## src/rtl/haz_pkg.sv

```systemverilog
// haz_pkg: shared types and constants for the hazard_scoreboard slice
// (stage-entry record, register-file forwarding code, select width helper).
package haz_pkg;

    localparam int REG_W    = 5;
    localparam int LAT_W    = 2;
    localparam int MD_CNT_W = 8;
    localparam int FWD_RF   = 0;

    typedef struct packed {
        logic             valid;
        logic [REG_W-1:0] rd;
        logic [LAT_W-1:0] lat;
    } stage_t;

    // Select codes run 0 (register file) .. DEPTH+1 (multi-cycle result).
    function automatic int sel_width(input int depth);
        return $clog2(depth + 2);
    endfunction

endpackage

```

## src/rtl/haz_md_tracker.sv

```systemverilog
// haz_md_tracker: latency countdown for the single outstanding multi-cycle
// (mul/div) operation; done is a one-cycle pulse while the counter sits at 0.
module haz_md_tracker
    import haz_pkg::*;
#(
    parameter int MD_LAT = 8
) (
    input  logic             clk,
    input  logic             rst,
    input  logic             i_start,
    input  logic [REG_W-1:0] i_rd,
    output logic             o_busy,
    output logic             o_done,
    output logic [REG_W-1:0] o_rd
);

    logic                r_busy;
    logic [MD_CNT_W-1:0] r_cnt;
    logic [REG_W-1:0]    r_rd;

    always_ff @(posedge clk or posedge rst) begin
        if (rst) begin
            r_busy <= 1'b0;
            r_cnt  <= '0;
            r_rd   <= '0;
        end else if (i_start) begin
            r_busy <= 1'b1;
            r_cnt  <= MD_CNT_W'(MD_LAT - 1);
            r_rd   <= i_rd;
        end else if (r_busy) begin
            if (r_cnt == '0) begin
                r_busy <= 1'b0;
            end else begin
                r_cnt <= r_cnt - MD_CNT_W'(1);
            end
        end
    end

    assign o_busy = r_busy;
    assign o_done = r_busy && (r_cnt == '0);
    assign o_rd   = r_rd;

endmodule

```

## src/rtl/hazard_scoreboard.sv

```systemverilog
// hazard_scoreboard: in-flight destination tracking, forwarding selects and
// load-use stall for the ID stage. Multi-cycle unit tracking built only with HAZ_MULDIV_EN.
module hazard_scoreboard
    import haz_pkg::*;
#(
    parameter  int NUM_SRC = 3,
    parameter  int DEPTH   = 3,
    parameter  int MD_LAT  = 8,
    localparam int SELW    = sel_width(DEPTH)
) (
    input  logic                      clk,
    input  logic                      rst,
    input  logic                      issue_valid,
    output logic                      issue_ready,
    input  logic                      issue_we,
    input  logic [REG_W-1:0]          issue_rd,
    input  logic [LAT_W-1:0]          issue_lat,
    input  logic [NUM_SRC*REG_W-1:0]  issue_src,
    input  logic [NUM_SRC-1:0]        issue_src_used,
    input  logic                      issue_md,
    input  logic                      flush,
    output logic [NUM_SRC*SELW-1:0]   fwd_sel,
    output logic                      md_busy,
    output logic                      md_done
);

    stage_t             r_stage [1:DEPTH];
    logic               w_md_busy;
    logic               w_md_done;
    logic [REG_W-1:0]   w_md_rd;
    logic               w_md_issue_stall;
    logic               w_accept;
    logic               w_load;
    logic [NUM_SRC-1:0] w_src_haz;
    logic [NUM_SRC-1:0] w_src_md_stall;

`ifdef HAZ_MULDIV_EN
    logic w_md_start;

    assign w_md_start       = w_accept && issue_md;
    assign w_load           = w_accept && !issue_md;
    // A new md op waits for the unit to drain completely, including its done cycle.
    assign w_md_issue_stall = issue_md && w_md_busy;

    haz_md_tracker #(
        .MD_LAT (MD_LAT)
    ) u_md_tracker (
        .clk     (clk),
        .rst     (rst),
        .i_start (w_md_start),
        .i_rd    (issue_rd),
        .o_busy  (w_md_busy),
        .o_done  (w_md_done),
        .o_rd    (w_md_rd)
    );
`else
    logic                w_unused_md;
    logic [MD_CNT_W-1:0] w_unused_lat;

    assign w_unused_md      = issue_md;
    assign w_unused_lat     = MD_CNT_W'(MD_LAT);
    assign w_load           = w_accept;
    assign w_md_issue_stall = 1'b0;
    assign w_md_busy        = 1'b0;
    assign w_md_done        = 1'b0;
    assign w_md_rd          = '0;
`endif

    // Youngest-producer search per source; a hazarded source keeps select 0.
    always_comb begin
        logic [REG_W-1:0] w_src;
        logic [SELW-1:0]  w_hit;
        logic [LAT_W-1:0] w_hit_lat;
        w_src          = '0;
        w_hit          = '0;
        w_hit_lat      = '0;
        fwd_sel        = {NUM_SRC{SELW'(FWD_RF)}};
        w_src_haz      = '0;
        w_src_md_stall = '0;
        for (int k = 0; k < NUM_SRC; k++) begin
            w_src     = issue_src[k*REG_W +: REG_W];
            w_hit     = '0;
            w_hit_lat = '0;
            for (int s = DEPTH; s >= 1; s--) begin
                if (r_stage[s].valid && (r_stage[s].rd == w_src) &&
                    (w_src != '0) && issue_src_used[k]) begin
                    w_hit     = SELW'(s);
                    w_hit_lat = r_stage[s].lat;
                end
            end
            if (w_hit != '0) begin
                if (int'(w_hit) > int'(w_hit_lat)) begin
                    fwd_sel[k*SELW +: SELW] = w_hit;
                end else begin
                    w_src_haz[k] = 1'b1;
                end
            end else if (w_md_busy && (w_md_rd == w_src) &&
                         (w_src != '0) && issue_src_used[k]) begin
                if (w_md_done) begin
                    fwd_sel[k*SELW +: SELW] = SELW'(DEPTH + 1);
                end else begin
                    w_src_md_stall[k] = 1'b1;
                end
            end
        end
    end

    assign issue_ready = !((|w_src_haz) || (|w_src_md_stall) || w_md_issue_stall || flush);
    assign w_accept    = issue_valid && issue_ready;
    assign md_busy     = w_md_busy;
    assign md_done     = w_md_done;

    // Stage shift: in-flight entries always advance; stalls and flushes feed bubbles.
    always_ff @(posedge clk or posedge rst) begin
        if (rst) begin
            for (int s = 1; s <= DEPTH; s++) begin
                r_stage[s] <= '0;
            end
        end else begin
            if (w_load) begin
                r_stage[1].valid <= issue_we;
                r_stage[1].rd    <= issue_rd;
                r_stage[1].lat   <= issue_lat;
            end else begin
                r_stage[1] <= '0;
            end
            for (int s = 2; s <= DEPTH; s++) begin
                r_stage[s] <= r_stage[s-1];
                if (s == 2 && flush) begin
                    r_stage[s].valid <= 1'b0;
                end
            end
        end
    end

endmodule

```

## config.mk

```make
export PLATFORM = sky130hd
export DESIGN_NAME = hazard_scoreboard
export DESIGN_NICKNAME = d
export VERILOG_FILES = /design/src/rtl/haz_pkg.sv /design/src/rtl/haz_md_tracker.sv /design/src/rtl/hazard_scoreboard.sv
export SDC_FILE = /design/constraint.sdc
export NUM_CORES = 1
export LEC_CHECK = 0
export CELL_PAD_IN_SITES_DETAIL_PLACEMENT = 2
export CELL_PAD_IN_SITES_GLOBAL_PLACEMENT = 2
export CORE_MARGIN = 2
export CORE_UTILIZATION = 41
export DETAILED_ROUTE_END_ITERATION = 10
export DONT_BUFFER_PORTS = 1
export HOLD_SLACK_MARGIN = 0.06
export PLACE_DENSITY = 0.85
export SLEW_MARGIN = 20
export SYNTH_ARGS = -nofsm -noshare
export SYNTH_HDL_FRONTEND = slang
export SYNTH_SLANG_ARGS = --single-unit
```

## constraint.sdc

```tcl
create_clock -name clk -period 9.41 [get_ports clk]
set_clock_uncertainty 0.1 [all_clocks]
set_input_delay 0.941 -clock clk [delete_from_list [all_inputs] [get_ports clk]]
set_output_delay 0.941 -clock clk [all_outputs]
set_load 0.1 [all_outputs]
```

# After elaboration in Yosys (flattened, before gate mapping)
# Cells that the tools add are included.
[word_totals]
ff_bits = 24
in_bits = 31
output_inout_bits = 12
word_cells = 90
[classes]
n_lt_le_gt_ge = 3
eq_ne = 9
mux = 32
reduce_logical = 37
[ops]
columns = ["cell", "n"]
rows = [
  ["$eq 5x5->1", 9],
  ["$mux 2", 18],
  ["$logic_and 1x1->1", 28],
  ["$mux 3", 6],
  ["$reduce_bool 5->1", 3],
  ["$gt 3x2->1", 3],
  ["$reduce_bool 3->1", 3],
  ["$mux 8", 1],
  ["$mux 1", 7],
  ["$reduce_or 3->1", 1],
  ["$logic_not 1->1", 1],
  ["$logic_or 1x1->1", 1],
]

# Depth between registers and ports, before layout
# Gate-level depths: netlist of run 1.
[logic_depth]
word_depth = 15
ltp_mapped = 12
ltp_nobuf = 11

# Least setup slack after synthesis of run 1
# OpenSTA, ideal clock, no wires.
[synth_path]
kind = "input to output"
start = "input port issue_src[5]"
end = "output port issue_ready"
t_arrival_ns = 5.787
required_ns = 8.369
path_slack_ns = 2.582
cell_stages = 11
n_path_buf = 0
path_cell_list = "or4_1 o21ai_2 and4b_2 and3_2 o31ai_1 ha_1 nand2_1 o21ai_0 inv_1 a31oi_4 nor4_1"
[synth_between]
elab_chain_len = 13
word_cells_on_any_way = 26
classes_between = "order compare: 1; eq/ne: 3; mux: 8; reduce/logical: 14"
[synth_lines]
columns = ["item", "line", "source"]
rows = [
  ["start: declaration", "hazard_scoreboard.sv:18", "input logic [NUM_SRC*REG_W-1:0] issue_src,"],
  ["$eq 5x5->1", "hazard_scoreboard.sv:85", "if (r_stage[s].valid && (r_stage[s].rd == w_src) &&"],
  ["$logic_and 1x1->1 (2 in series)", "hazard_scoreboard.sv:85", ""],
  ["$logic_and 1x1->1", "hazard_scoreboard.sv:86", "(w_src != '0) && issue_src_used[k]) begin"],
  ["$mux 2 (3 in series)", "hazard_scoreboard.sv:85", ""],
  ["$gt 3x2->1", "hazard_scoreboard.sv:92", "if (int'(w_hit) > int'(w_hit_lat)) begin"],
  ["$mux 1", "hazard_scoreboard.sv:92", ""],
  ["$mux 1 (*)", "hazard_scoreboard.sv:91", "if (w_hit != '0) begin"],
  ["$reduce_or 3->1 (*)", "hazard_scoreboard.sv:108", "assign issue_ready = !((|w_src_haz) || (|w_src_md_stall) || w_md_issue_stall || flush);"],
  ["$logic_or 1x1->1 (*)", "hazard_scoreboard.sv:108", ""],
  ["$logic_not 1->1 (*)", "hazard_scoreboard.sv:108", ""],
  ["end: declaration", "hazard_scoreboard.sv:14", "output logic issue_ready,"],
]
# Every way passes the cells marked *; elsewhere a longest branch is shown, timed or not.

# Worst setup path after layout of run 1
[layout_path]
start = "input port issue_src[0]"
end = "output port issue_ready"
# Same word-level chain as after synthesis.

==> results.cfg, run 1 <==
[sta]
period_share_pct = 54.3
finalHoldViolations = 0
fmax_mhz = 196
fin_crit_ns = 5.11
worst_slew_pin_slew_ns = 1.18
rsz0062_at_grt = false
report.final.setup_viol = 0
final.setup.tns_ns = 0
finalMaxSlewViolations = 0
max-slew-margin-rel_pct = 21.2
worst_hold_slack_ns = 0.293

[setup_path]
worstSetupPathType = primary input to output port
critPathRequiredTime_ns = 8.37
reg2reg_depth = 10
crit_fanout = 9
r2r_end = r_stage[18]$_DFF_PP0_
r2r_setup_slack_ns = 5.91
timing.rr.start = r_stage[6]$_DFF_PP0_
cp-start-kind = primary input
critPathCaptureType = output port
worstPathArrival_ns = 4.07

[synthesis]
synth_simple_gate_area_share_pct = 22.6
async_reset_ff_share_pct = 100
yosysSeqAreaShare_pct = 33.5
synth_fa_ha_area_share_pct = 4.18
ys.flop_type = dfrtp_1
yosysWarnings = 0
synthMuxAreaShare_pct = 3.49
synthTopCellsByArea = dfrtp_1 33%, xor2_1 17%, nor4_1 6.6%
synth_top_cells_by_count = 34 x xor2_1, 24 x dfrtp_1, 19 x nor4_1
synth_top_area_share_pct = 33.5
synth-edff-count = 0
synth_area_leader_cell = dfrtp_1
synthXorXnorAreaFrac_pct = 22.0
synth.most_common_cell = xor2_1
synth_compound_area_share_pct = 9.27
synth_top_family_by_area = simple AND/OR/NAND/NOR gates
avgSynthCellArea_um2 = 9.44
ys_seq_elements = 24
synth_cell_types = 34
syn_inst = 190
synthesis.area_um2 = 1790

[drt]
detail_route.wl_per_cell_um = 20.3
met3_length_um = 210
m1WireLength_um = 2130
drt_iter0_drc = 47
met2_length_um = 2530
viasPerCell = 5.87
route.detailed.drc = 0
antenna_left = 0
dr.pass1.iters = 4
drt_wl_total_um = 4940
routed.top_layer = met4
num_vias = 1427

[finish]
nNetsFinal = 230
areaGrowthSynthToFinish_pct = 7.04
final_util_pct = 44.7
drive_gt1_share_pct = 10.5
reg.largest.list = r_stage (24)
finish.instance_area_um2 = 1920
antenna_cells = 0
largest_register_ffs = 24
regMostFlops = r_stage

[power]
p_clk_share_pct = 28.3
power_mw = 0.208
switchingPower_mw = 0.0603
vdd_drop_max_v = 0.0000961
cellLeakagePower_nw = 0.917
power_density_nw_per_um2 = 109
intPower_mw = 0.148
sw_frac_of_total_pct = 28.9
power_frac_comb_pct = 17.3
pwr-share-seq_pct = 54.4

[worst_hold_path]
hold_path_class = register to register
min_from = r_stage[9]$_DFF_PP0_
min_to = r_stage[1]$_DFF_PP0_
min_path_cells = 0

[placement]
routabilityCongestion = 0.962
dpl_cell_area_um2 = 1860
dp_hpwl_um = 4220
io_buffer_count = 0

[floorplanning]
num_rows = 24
initial_utilization_pct = 41.8
core-area_um2 = 4290
io_pins = 43
dieWidth_um = 70.2
die_y_um = 70.2
fp.dieArea_um2 = 4920

[clock_tree]
cts_root_buf = clkbuf_8
cts_resized = 0
numClockSinks = 24
cts_tree = done
htreeDepth = 1
numCtsBuffers = 3
clk_pin_slew_worst_paths_ns = 0.08
cts_hold_buf = 0
clock_latency_ns = 0.26
postCtsSetupRepairBufs = 0
ctsLongestPathBuffers = 2

[global_routing]
grt_pass1_vias = 1612
grt_overflow = 0
grt_pass1_wl_um = 8310
track_usage_pct = 21.6
grt_max_degree = 25
antenna_found_initial = 0

[run_status]
status = finished clean

[job]
drv_cap = 0
critical path, stage by stage:
cell and delay (ns):
nor4_1 0.50, a21boi_0 0.22, nand4_1 0.35, a21boi_0 0.31, ha_1 0.30, nor2b_1 0.14, o21ai_0 0.34, inv_1 0.13
a31oi_2 0.48, nor4_2 0.13, clkbuf_16 0.22
power by group through the flow:
stage	registers [mW]	logic, mW	clock network (mW)
finish	0.113	0.0362	0.0590
global route	0.114	0.0399	0.0653
CTS	0.113	0.0366	0.0612
detailed placement	0.115	0.0365	0
global placement	0.115	0.0344	0
floorplan	0.113	0.0320	0
worst max-delay path by stage:
| stage | end | from |
|---|---|---|
| floorplan | issue_ready | issue_src[5] |
| global placement | issue_ready | issue_src[5] |
| detailed placement | issue_ready | issue_src[5] |
| CTS | issue_ready | issue_src[0] |
| global route | issue_ready | issue_src[0] |
| finish | issue_ready | issue_src[0] |
cell type report:
type                            count  area [um^2]
Tap cell                           52         65.1
Clock buffer                        3         41.3
Inverter                            9         33.8
Fill cell                         475         2370
Sequential cell                    24          601
Multi-Input combinational cell    154         1150
Timing Repair Buffer                1         25.0
kinds of logic (layout without fill, tap and decap cells):
kind of cell / after synthesis / count (layout)
compound gates: 22 / 22
simple gates: 70 / 70
buf+inv: 16 / 13
fa+ha+maj: 6 / 6
xor+xnor: 45 / 45
other cells: 1 / 5
mux: 6 / 6
flops: 24 / 24
routing by layer:
layer	up-vias	global-route usage [%]
met5	-	0
met4	0	5.13
met3	9	3.61
met2	31	39.4
met1	723	26.6
li1	664	-
stage by stage:
| step | worst slack, ns | std cells |
|---|---|---|
| 6_report | 4.30 | 243 |
| 2_1_floorplan | 2.58 | 194 |
| 3_3_place_gp | 4.61 | 240 |
| 4_1_cts | 4.40 | 243 |
| 5_1_grt | 3.99 | 243 |
| 3_5_place_dp | 4.41 | 240 |
cells in the final DEF (no fill, tap or decap), types with 2 or more instances in the layout:
cell,instances
nor4_1,18
conb_1,5
clkbuf_8,3
xnor2_1,11
nor2_1,4
a31oi_2,2
ha_1,6
nor2b_1,5
nand4_1,5
nand2_1,17
o21ai_0,3
a21boi_0,5
mux2i_1,4
or2_2,2
nand3_1,7
dfrtp_1,24
and2_1,5
a21oi_4,2
a21oi_1,3
mux2_2,2
xor2_1,34
inv_1,9
a211oi_1,2
No activity file was read; power rests on OpenSTA's default activity.
==> run 2, diff against run 1 <==
--- a/config.mk
+++ b/config.mk
@@ -8,11 +8,11 @@
 export CELL_PAD_IN_SITES_DETAIL_PLACEMENT = 2
 export CELL_PAD_IN_SITES_GLOBAL_PLACEMENT = 2
 export CORE_MARGIN = 2
-export CORE_UTILIZATION = 41
+export CORE_UTILIZATION = 38
 export DETAILED_ROUTE_END_ITERATION = 10
 export DONT_BUFFER_PORTS = 1
 export HOLD_SLACK_MARGIN = 0.06
-export PLACE_DENSITY = 0.85
+export PLACE_DENSITY = 0.8
 export SLEW_MARGIN = 20
 export SYNTH_ARGS = -nofsm -noshare
 export SYNTH_HDL_FRONTEND = slang
==> constraint.sdc (replaced) <==
create_clock -name clk -period 4.81 [get_ports clk]
set_clock_uncertainty 0.1 [all_clocks]
set_input_delay 0.481 -clock clk [delete_from_list [all_inputs] [get_ports clk]]
set_output_delay 0.481 -clock clk [all_outputs]
set_load 0.1 [all_outputs]
==> results.cfg, run 2 (synthesis results as in run 1) <==
[finish]
areaGrowthSynthToFinish_pct = 9.90
final_common_cell = xor2_1
antenna_cells = 0
nNetsFinal = 236
drive_gt1_share_pct = 13.6
mostFrequentLayoutCells = 34 x xor2_1, 24 x dfrtp_1, 18 x nor4_1
regMostFlops = r_stage
reg.largest.list = r_stage (24)
num-fill-cells = 483
largest_register_ffs = 24

[sta]
fin_crit_ns = 4.25
final.setup.tns_ns = 0
finalMaxSlewViolations = 0
fmax_mhz = 235
worst_hold_slack_ns = 0.172
worst_slew_pin_slew_ns = 0.882
rsz0062_at_grt = false
report.final.setup_viol = 0
max-slew-margin-rel_pct = 41.1
period_share_pct = 88.4
finalHoldViolations = 0

[global_routing]
grt_overflow = 0
antenna_found_initial = 0
track_usage_pct = 20.6
grt_pass1_wl_um = 8210
grt_max_degree = 25
grt_pass1_vias = 1613

[clock_tree]
postCtsSetupRepairBufs = 0
cts_root_buf = clkbuf_8
ctsLongestPathBuffers = 2
numCtsBuffers = 3
cts_hold_buf = 0
clock_latency_ns = 0.26
htreeDepth = 1
cts_tree = done
cts_resized = 0
numClockSinks = 24
clk_pin_slew_worst_paths_ns = 0.08

[setup_path]
critPathCaptureType = output port
crit_buf_inv = 2
cp-start-kind = register
worstSetupPathType = register to output port
cp_top_family = compound AO/OA/AOI/OAI gates
cp_cell_sequence = xor2_1 -> nor4_1 -> nand4_1 -> a21boi_0 -> ha_1 -> nor2b_1 -> o21ai_0 -> inv_1 -> a31oi_2 -> nor4_4 -> buf_4
critPathRequiredTime_ns = 4.23
worstPathArrival_ns = 3.67
crit_fanout = 9
cpMaxStageDelayCell = a31oi_2
cpPeakStageDelay_ns = 0.50

[placement]
routabilityCongestion = 0.863
dp_hpwl_um = 4280
io_buffer_count = 0

[floorplanning]
die_y_um = 72.7
fp.dieArea_um2 = 5290
initial_utilization_pct = 40.4
dieWidth_um = 72.7
num_rows = 24
core-area_um2 = 4440
io_pins = 43

[drt]
drt_wl_total_um = 5010
num_vias = 1410
drt_iter0_drc = 35
dr.pass1.iters = 4
route.detailed.drc = 0
detail_route.wl_per_cell_um = 20.1
viasPerCell = 5.64
antenna_left = 0

[worst_hold_path]
hold_path_class = primary input to register

[power]
power_density_nw_per_um2 = 236
vdd_drop_max_v = 0.000264
cellLeakagePower_nw = 0.960

[run_status]
status = finished clean

[job]
drv_cap = 0
-- run 2: changes by cell type in the layout (fill, tap and decap cells not counted) --
cell	before	now
a21oi_2	1	3
a21oi_4	2	0
buf_4	0	7
bufinv_16	0	1
clkbuf_16	1	0
nor4_2	1	0
nor4_4	0	1
-- run 2: per-stage QoR --
stage | util, % | setup slack (ns) | power, mW | instances | instance area, um^2
after CTS | 44.4 | 0.530 | 0.470 | 250 | 1970
final | 44.4 | 0.557 | 0.465 | 250 | 1970
after global placement | 42.8 | 0.915 | 0.291 | 246 | 1900
after detailed placement | 42.8 | 0.778 | 0.296 | 246 | 1900
after global routing | 44.4 | 0.182 | 0.488 | 250 | 1970
after floorplan | - | 0.0801 | 0.284 | 194 | 1820
-- run 2: metal layers --
metal	global-route usage (%)	part of all wire (%)
met1	24.9	43
met2	37.8	51
met3	3.73	4.5
met4	4.73	1.4
met5	0	0
-- run 2: power breakdown --
group | switching [mW] | total [mW] | internal (mW)
Combinational | 0.0465 | 0.0700 | 0.0236
Sequential | 0.0128 | 0.222 | 0.209
Clock | 0.0618 | 0.173 | 0.111
-- run 2: path summary, 6_finish.rpt --
path / from / endpoint / slack, ns / depth (start not counted)
hold reg to reg: r_stage[9]$_DFF_PP0_ / r_stage[1]$_DFF_PP0_ / 0.29 / 0
setup / recovery: r_stage[13]$_DFF_PP0_ / issue_ready / 0.56 / 11
max in group asynchronous: rst / r_stage[9]$_DFF_PP0_ / 3.88 / 1
setup reg to reg: r_stage[13]$_DFF_PP0_ / r_stage[23]$_DFF_PP0_ / 1.35 / 10
min in group asynchronous: rst / r_stage[11]$_DFF_PP0_ / 0.19 / 1
hold / removal: flush / r_stage[15]$_DFF_PP0_ / 0.17 / 1
-- run 2: cell type report --
class | instances | area, um^2 | share of cell area, %
Multi-Input combinational cell | 154 | 1150 | 58.2
Sequential cell | 24 | 601 | 30.5
Tap cell | 52 | 65.1 | 3.30
Timing Repair Buffer | 7 | 52.6 | 2.66
Clock buffer | 3 | 41.3 | 2.09
Inverter | 9 | 33.8 | 1.71
Clock inverter | 1 | 30.0 | 1.52
==> run 3, diff against run 2 <==
==> constraint.sdc (replaced) <==
create_clock -name clk -period 4.4 [get_ports clk]
set_clock_uncertainty 0.1 [all_clocks]
set_input_delay 0.44 -clock clk [delete_from_list [all_inputs] [get_ports clk]]
set_output_delay 0.44 -clock clk [all_outputs]
set_load 0.1 [all_outputs]
==> results.cfg, run 3 (synthesis results as in run 1) <==
[run_status]
status = finished clean

[sta]
fmax_mhz = 243
finalMaxSlewViolations = 0
worst_slew_pin_slew_ns = 0.900
finalHoldViolations = 0
report.final.setup_viol = 0
rsz0062_at_grt = false
fin_crit_ns = 4.12
setup_ws_ns = 0.277
final.setup.tns_ns = 0
max-slew-margin-rel_pct = 40.0
period_share_pct = 93.7
worst_hold_slack_ns = 0.143

[floorplanning]
dieWidth_um = 72.7
core-area_um2 = 4440
num_rows = 24
io_pins = 43
die_y_um = 72.7
fp.dieArea_um2 = 5290
initial_utilization_pct = 40.4

[global_routing]
grt_overflow = 0
antenna_found_initial = 0
grt_max_degree = 25
grt_pass1_wl_um = 8180
track_usage_pct = 20.3
grt_pass1_vias = 1620

[clock_tree]
clk_pin_slew_worst_paths_ns = 0.08
ctsLongestPathBuffers = 2
htreeDepth = 1
numCtsBuffers = 3
cts_tree = done
cts_root_buf = clkbuf_8
numClockSinks = 24
clock_latency_ns = 0.26

[setup_path]
cp-start-kind = register
reg2reg_depth = 12
critPathRequiredTime_ns = 3.86
worstPathArrival_ns = 3.58
crit_fanout = 9
worstSetupPathType = register to output port
r2r_setup_slack_ns = 0.96
critPathCaptureType = output port

[finish]
num-fill-cells = 483
reg.largest.list = r_stage (24)
final_common_cell = xor2_1
drive_gt1_share_pct = 14.6
areaGrowthSynthToFinish_pct = 9.90
final-instance-count-excl-fill = 251
regMostFlops = r_stage
antenna_cells = 0
nNetsFinal = 238
mostFrequentLayoutCells = 34 x xor2_1, 24 x dfrtp_1, 17 x nor4_1, 17 x nand2_1, 11 x xnor2_1
largest_register_ffs = 24
area.sequential_um2 = 601
multiInputGateArea_um2 = 1160

[placement]
dp_cells = 246
post-place-ws_ns = 0.421
dp_hpwl_um = 4330
io_buffer_count = 0
routabilityCongestion = 0.865

[power]
power_density_nw_per_um2 = 225
cellLeakagePower_nw = 0.958
vdd_drop_max_v = 0.000156

[drt]
detail_route.wl_per_cell_um = 20.5
antenna_left = 0
num_vias = 1443
dr.pass1.iters = 4
drt_wl_total_um = 5150
drt_iter0_drc = 60
viasPerCell = 5.75
route.detailed.drc = 0

[worst_hold_path]
hold_path_class = primary input to register
min_path_cells = 1

[job]
drv_cap = 0
==> run 3: what timing repair did <==
action,in CTS,in global routing
setup endpoints to repair,0,1
hold endpoints to repair,0,0
resized for setup,0,2
hold buffers,0,0
setup buffers,0,2
==> run 3: critical path: stages (launching register included) <==
cell and delay, ns:
dfrtp_1 0.44, xor2_1 0.17, nor4_1 0.63, nand2_1 0.20
a21boi_0 0.29, ha_1 0.29, nor2b_1 0.14, o21ai_0 0.28
inv_1 0.11, a31oi_2 0.48, nor4_4 0.05, buf_4 0.25
==> run 3: area by class of cell <==
type | instances | share of cell area (%)
well taps | 52 | 3.30
repair buffers | 9 | 3.43
clock buffers | 3 | 2.09
flip-flops and latches | 24 | 30.5
multi-input cells | 154 | 59.0
inverters | 9 | 1.71
==> run 3: worst paths after layout <==
check	to	from
setup / recovery	issue_ready	r_stage[6]$_DFF_PP0_
hold / removal	r_stage[15]$_DFF_PP0_	flush
setup reg to reg	r_stage[20]$_DFF_PP0_	r_stage[10]$_DFF_PP0_
hold reg to reg	r_stage[0]$_DFF_PP0_	r_stage[8]$_DFF_PP0_
max in group asynchronous	r_stage[10]$_DFF_PP0_	rst
min in group asynchronous	r_stage[13]$_DFF_PP0_	rst
==> run 3: per-layer routing <==
| layer | share of wire [%] | up-vias | global-route usage (%) |
|---|---|---|---|
| li1 | - | 679 | - |
| met3 | 4.4 | 2 | 4.01 |
| met4 | 0.25 | 0 | 4.12 |
| met5 | 0 | - | 0 |
| met1 | 43 | 727 | 24.0 |
| met2 | 53 | 35 | 38.0 |
==> run 3: power by group <==
| part | internal, mW | leakage, nW | switching (mW) |
|---|---|---|---|
| registers | 0.229 | 0.323 | 0.0141 |
| logic | 0.0260 | 0.613 | 0.0513 |
| clock network | 0.0610 | 0.0216 | 0.0634 |
| total | 0.316 | 0.958 | 0.129 |
==> run 3: metrics by stage <==
| step | power [mW] | cell area, um^2 | util, % |
|---|---|---|---|
| floorplan | 0.311 | 1820 | - |
| global placement | 0.318 | 1900 | 42.8 |
| detailed placement | 0.324 | 1900 | 42.8 |
| CTS | 0.448 | 1940 | 43.7 |
| global route | 0.464 | 1970 | 44.4 |
| finish | 0.445 | 1970 | 44.4 |
